===== config.mk =====
export PLATFORM = sky130hd
export DESIGN_NAME = pulse_train_gen
export DESIGN_NICKNAME = d
export VERILOG_FILES = /design/src/rtl/pulse_gen_pkg.sv /design/src/rtl/phase_counter.sv /design/src/rtl/pulse_train_gen.sv
export SDC_FILE = /design/constraint.sdc
export NUM_CORES = 1
export LEC_CHECK = 0
export CAP_MARGIN = 20
export CELL_PAD_IN_SITES_DETAIL_PLACEMENT = 0
export CELL_PAD_IN_SITES_GLOBAL_PLACEMENT = 1
export CORE_ASPECT_RATIO = 1.75
export CORE_MARGIN = 5
export CORE_UTILIZATION = 41
export CTS_CLUSTER_SIZE = 24
export DETAILED_ROUTE_END_ITERATION = 8
export MAX_ROUTING_LAYER = met4
export PLACE_DENSITY = 0.86
export SLEW_MARGIN = 20
export SYNTH_ARGS = -nofsm -noshare
export SYNTH_HDL_FRONTEND = slang
export SYNTH_SLANG_ARGS = --single-unit

===== constraint.sdc =====
create_clock -name clk -period 2.7 [get_ports clk]
set_clock_uncertainty 0.2 [all_clocks]
set_input_delay 0.81 -clock clk [delete_from_list [all_inputs] [get_ports clk]]
set_output_delay 0.81 -clock clk [all_outputs]
set_load 0.02 [all_outputs]

===== src/rtl/pulse_gen_pkg.sv =====
// Shared types and legacy constants for the programmable pulse train generator.
package pulse_gen_pkg;

  typedef enum logic [1:0] {IDLE, HIGH, LOW} pg_state_t;
  typedef enum logic {FREE_RUN, BURST} pg_mode_t;

  // Legacy NES clock holder waveform: 12 high, 13 low, 8 clocks per poll.
  localparam int DEF_HIGH_LEN   = 12;
  localparam int DEF_LOW_LEN    = 13;
  localparam int NES_CLK_PULSES = 8;

endpackage


===== src/rtl/phase_counter.sv =====
// Down-counter timing one HIGH or LOW phase; tc marks the last cycle of the phase.
module phase_counter #(
  parameter int CNT_W = 10
) (
  input  logic             clk,
  input  logic             reset,
  input  logic             load,
  input  logic [CNT_W-1:0] load_val,
  output logic             tc
);

  logic [CNT_W-1:0] count;

  // Holds at zero between phases so it never wraps.
  always_ff @(posedge clk or negedge reset) begin
    if (!reset) begin
      count <= '0;
    end else if (load) begin
      count <= load_val;
    end else if (count != '0) begin
      count <= count - CNT_W'(1);
    end
  end

  assign tc = (count == '0);

endmodule


===== src/rtl/pulse_train_gen.sv =====
// Programmable pulse train: free-running or counted bursts, with rise/fall/done strobes.
module pulse_train_gen
  import pulse_gen_pkg::*;
#(
  parameter int CNT_W = 10,
  parameter int NP_W  = 5
) (
  input  logic             clk,
  input  logic             reset,
  input  logic             mode,
  input  logic             en,
  input  logic             start,
  input  logic [CNT_W-1:0] high_len,
  input  logic [CNT_W-1:0] low_len,
  input  logic [NP_W-1:0]  n_pulses,
  output logic             q,
  output logic             rise,
  output logic             fall,
  output logic             busy,
  output logic             done,
  output logic [NP_W-1:0]  pulse_idx
);

  pg_state_t        state, state_next;
  pg_mode_t         mode_r;
  logic [CNT_W-1:0] low_len_r;
  logic [NP_W-1:0]  n_pulses_r;
  logic [NP_W-1:0]  idx_next;
  logic             load, tc, latch_cfg, latch_low, done_next;
  logic [CNT_W-1:0] load_val;
  logic [CNT_W-1:0] high_ld, low_ld;

  // A zero length behaves as one cycle, i.e. counter load value 0.
  assign high_ld = (high_len == '0) ? '0 : high_len - CNT_W'(1);
  assign low_ld  = (low_len_r == '0) ? '0 : low_len_r - CNT_W'(1);

  phase_counter #(.CNT_W(CNT_W)) u_phase (
    .clk      (clk),
    .reset    (reset),
    .load     (load),
    .load_val (load_val),
    .tc       (tc)
  );

  always_ff @(posedge clk or negedge reset) begin
    if (!reset) state <= IDLE;
    else        state <= state_next;
  end

  always_comb begin
    state_next = state;
    load       = 1'b0;
    load_val   = '0;
    latch_cfg  = 1'b0;
    latch_low  = 1'b0;
    done_next  = 1'b0;
    idx_next   = pulse_idx;
    unique case (state)
      IDLE: begin
        idx_next = '0;
        if ((mode == 1'b0 && en) || (mode == 1'b1 && start && n_pulses != '0)) begin
          state_next = HIGH;
          load       = 1'b1;
          load_val   = high_ld;
          latch_cfg  = 1'b1;
          latch_low  = 1'b1;
        end else if (mode == 1'b1 && start) begin
          done_next = 1'b1;
        end
      end
      HIGH: begin
        if (tc) begin
          state_next = LOW;
          load       = 1'b1;
          load_val   = low_ld;
        end
      end
      LOW: begin
        if (tc) begin
          if ((mode_r == FREE_RUN && !en) ||
              (mode_r == BURST && pulse_idx == n_pulses_r - NP_W'(1))) begin
            state_next = IDLE;
            idx_next   = '0;
            done_next  = (mode_r == BURST);
          end else begin
            state_next = HIGH;
            load       = 1'b1;
            load_val   = high_ld;
            latch_low  = 1'b1;
            idx_next   = pulse_idx + NP_W'(1);
          end
        end
      end
      default: state_next = IDLE;
    endcase
  end

  // Configuration captured at launch; the LOW length is re-captured at every HIGH entry.
  always_ff @(posedge clk or negedge reset) begin
    if (!reset) begin
      mode_r     <= FREE_RUN;
      n_pulses_r <= '0;
      low_len_r  <= '0;
    end else begin
      if (latch_cfg) begin
        mode_r     <= pg_mode_t'(mode);
        n_pulses_r <= n_pulses;
      end
      if (latch_low) low_len_r <= low_len;
    end
  end

  // Outputs are registered from the next state so they line up with the state register.
  always_ff @(posedge clk or negedge reset) begin
    if (!reset) begin
      q         <= 1'b0;
      rise      <= 1'b0;
      fall      <= 1'b0;
      busy      <= 1'b0;
      done      <= 1'b0;
      pulse_idx <= '0;
    end else begin
      q         <= (state_next == HIGH);
      rise      <= (state_next == HIGH) && (state != HIGH);
      fall      <= (state == HIGH) && (state_next == LOW);
      busy      <= (state_next != IDLE);
      done      <= done_next;
      pulse_idx <= idx_next;
    end
  end

endmodule


==> metrics.txt <==
syn_area_per_cell=9.91 um^2; Chip Width=67.0 um; Boundary Pins=40; r2r setup slk=roughly 0.17 ns; number of synthesized flops with an enable pin=0; largest net degree at the start of global routing=39; Mapped Cells=235; Setup violations, final=0; vias=1973; crit path DAT=between 2 and 3 ns; ys async rst share=100%; WHS=0.352 ns; mux share of post-synthesis cell area=8.65%; compound-gate portion of the synthesized area=10.9%; met3 WL=126 um; Total GRT Usage=around 17%; Port-buffer cells=39; post-cts sizing count=0; Final ANT Viol Nets=0; htree depth=2; clk buf depth=2; pwr dens=~400 nW/um^2; Yosys warnings=0; Worst-Skew Late Latency=about 0.28 ns; largest family of logic cells by synthesized area=simple AND/OR/NAND/NOR gates; Placed Cells=368; unrepaired setup endpoints after global routing=no; Area contributors post-synth=dfrtp_1 (41%), mux2_2 (5.8%), xnor2_1 (5.3%), xor2_1 (4.9%), ha_1 (3.2%); Root Driver=clkbuf_8; number of remaining DRC errors=0; Buffers & Inverters on Critical Path=2; min cycle time layout=2.53 ns; dpl cell area=2960 um^2; critical path's slowest cell=or4b_1; end of the critical path=low_len_r[7]; core outline area=5540 um^2; reg2reg start=n_pulses_r[0]; total grt overflow=0; cts-stage hold buffer count=0; Die Area=7350 um^2; DR WL met2=2.96 mm; clock-pin transition on the worst setup and hold timing paths=0.07 ns; post-CTS setup buffer count=0; flops & latches, synth=38; Filler cells=524; Worst EP required=2.67 ns; Synth cell types=49; Mapped Nets=271; max frequency=395 MHz; total iterations of the first detailed-routing run=6; reg2reg end=low_len_r[7]; sum of negative setup slack=0 ns; Rel. slew slack=between 40% and 50%; status=finished, final reports clean; Area growth syn-to-layout=32.0%; area share of the leading cell type in the synthesized netlist=40.8%; max incr delay on CP=0.51 ns; TritonCTS buffer count=5; TritonCTS clock tree=built; main flop type after synthesis=dfrtp_1; DP HPWL=4.31 mm; P_leak=1.31 nW; Wirelength per Cell=14.2 um; Clock Sink Count=38; crit path from=n_pulses_r[0]; adder-cell share of the synthesized area=3.22%; # rows=36; Initial Util=between 40 and 50%; simple-gate share of the synthesized area=22.1%; sequential-to-total area share from yosys stat=40.8%; max-slew violations=0; design area=roughly 3100 um^2; Hold WC Path Type=reg -> reg; cell taking the most area after synthesis=dfrtp_1; Finished Layout Cells=376; most frequent cells in the layout=dfrtp_1 (38), clkdlybuf4s50_1 (38), buf_4 (25); die height=between 100 and 150 um; ratio of cells with drive above 1 in the final layout=17.3%; vias per cell=around 5.2; fin nets=335; max cap viols=0; WL met1=2.02 mm; Initial DRC Count=110; Final GP Congestion=0.849; Crit path max-delay family=simple AND/OR/NAND/NOR gates; Final period util=93.9%; n_diodes=0; Stages on worst setup path=8; Post-Synth XOR/XNOR Area=10.2%; actual transition at the worst max-transition pin=around 0.87 ns; initial antenna violation count=0; worst path cell trace=inv_1 -> ha_1 -> or4b_1 -> and3_1 -> o21ai_2 -> and2_1 -> buf_12 -> mux2_2; Mapped Area=2330 um^2; CP Class=reg -> reg; Final Hold Fails=0; vias in the first global route=2055; first-pass GRT wire length=8.98 mm; Worst Setup End Kind=flop; peak supply drop=0.291 mV; final WL=5.35 mm; Register-to-Register Path Depth=8; CP max FO=13; Setup crit start kind=flop; Top Layer Used=met4
## report_power, final
group | switching (mW) | internal (mW) | leakage (nW) | total (mW)
sequential | 0.0117 | 0.579 | 0.461 | 0.591
combinational | 0.0649 | 0.0915 | 0.794 | 0.156
clock | 0.195 | 0.272 | 0.0579 | 0.467
## state kept, by name (all words and copies together) (netlist names)
| register | count |
|---|---|
| busy | 1 |
| done | 1 |
| fall | 1 |
| low_len_r | 10 |
| mode_r | 1 |
| n_pulses_r | 5 |
| pulse_idx | 5 |
| q | 1 |
| rise | 1 |
| state | 2 |
| u_phase.count | 10 |
## layout make-up
class | count | area, um^2 | share of cell area [%]
inverter | 12 | 45.0 | 1.47
clock buffer | 5 | 68.8 | 2.24
clock inverter | 3 | 40.0 | 1.30
sequential | 38 | 951 | 30.9
timing repair buffer | 65 | 593 | 19.3
tap | 76 | 95.1 | 3.09
multi-input combinational | 177 | 1280 | 41.7
## how the worst min path moves through the flow
stage,start,to,slack (ns),cells past startpoint
global route,n_pulses_r[4],n_pulses_r[4],0.37,1
detailed placement,n_pulses_r[1],n_pulses_r[1],0.34,1
CTS,n_pulses_r[1],n_pulses_r[1],0.36,1
floorplan,n_pulses_r[4],n_pulses_r[4],0.30,1
finish,n_pulses_r[1],n_pulses_r[1],0.35,1
global placement,n_pulses_r[1],n_pulses_r[1],0.33,1
## routing by layer
layer	vias up	GRT usage, %
met5	-	-
met4	0	10.0
met3	24	2.86
met2	36	29.1
met1	933	17.0
li1	980	-
## synth_stat cells (5+ instances only)
library cell,n
a21oi_1,5
mux2_2,12
nand2b_1,5
mux2_1,5
o221ai_1,8
o21ai_0,5
nor3_1,12
inv_1,12
dfrtp_1,38
ha_1,6
or4_1,5
xor2_1,13
nor4_1,5
xnor2_1,14
nand3_1,10
nor2b_1,5
nand2_1,15
nor2_1,15
## per-stage QoR
stage / total power, mW / setup slack, ns / utilization (%)
2_1_floorplan: 0.664 / 0.103 / -
3_3_place_gp: 0.757 / -0.142 / 53.5
3_5_place_dp: 0.760 / -0.139 / 53.5
4_1_cts: 1.22 / 0.143 / 55.5
5_1_grt: 1.27 / 0.0230 / 55.5
6_report: 1.21 / 0.165 / 55.5
## logic make-up after synthesis
group	count (synthesis)
simple gates	91
compound gates	35
fa+ha+maj	6
flops	38
xor+xnor	27
mux	18
buf+inv	20
No activity file was read; power rests on OpenSTA's default activity.
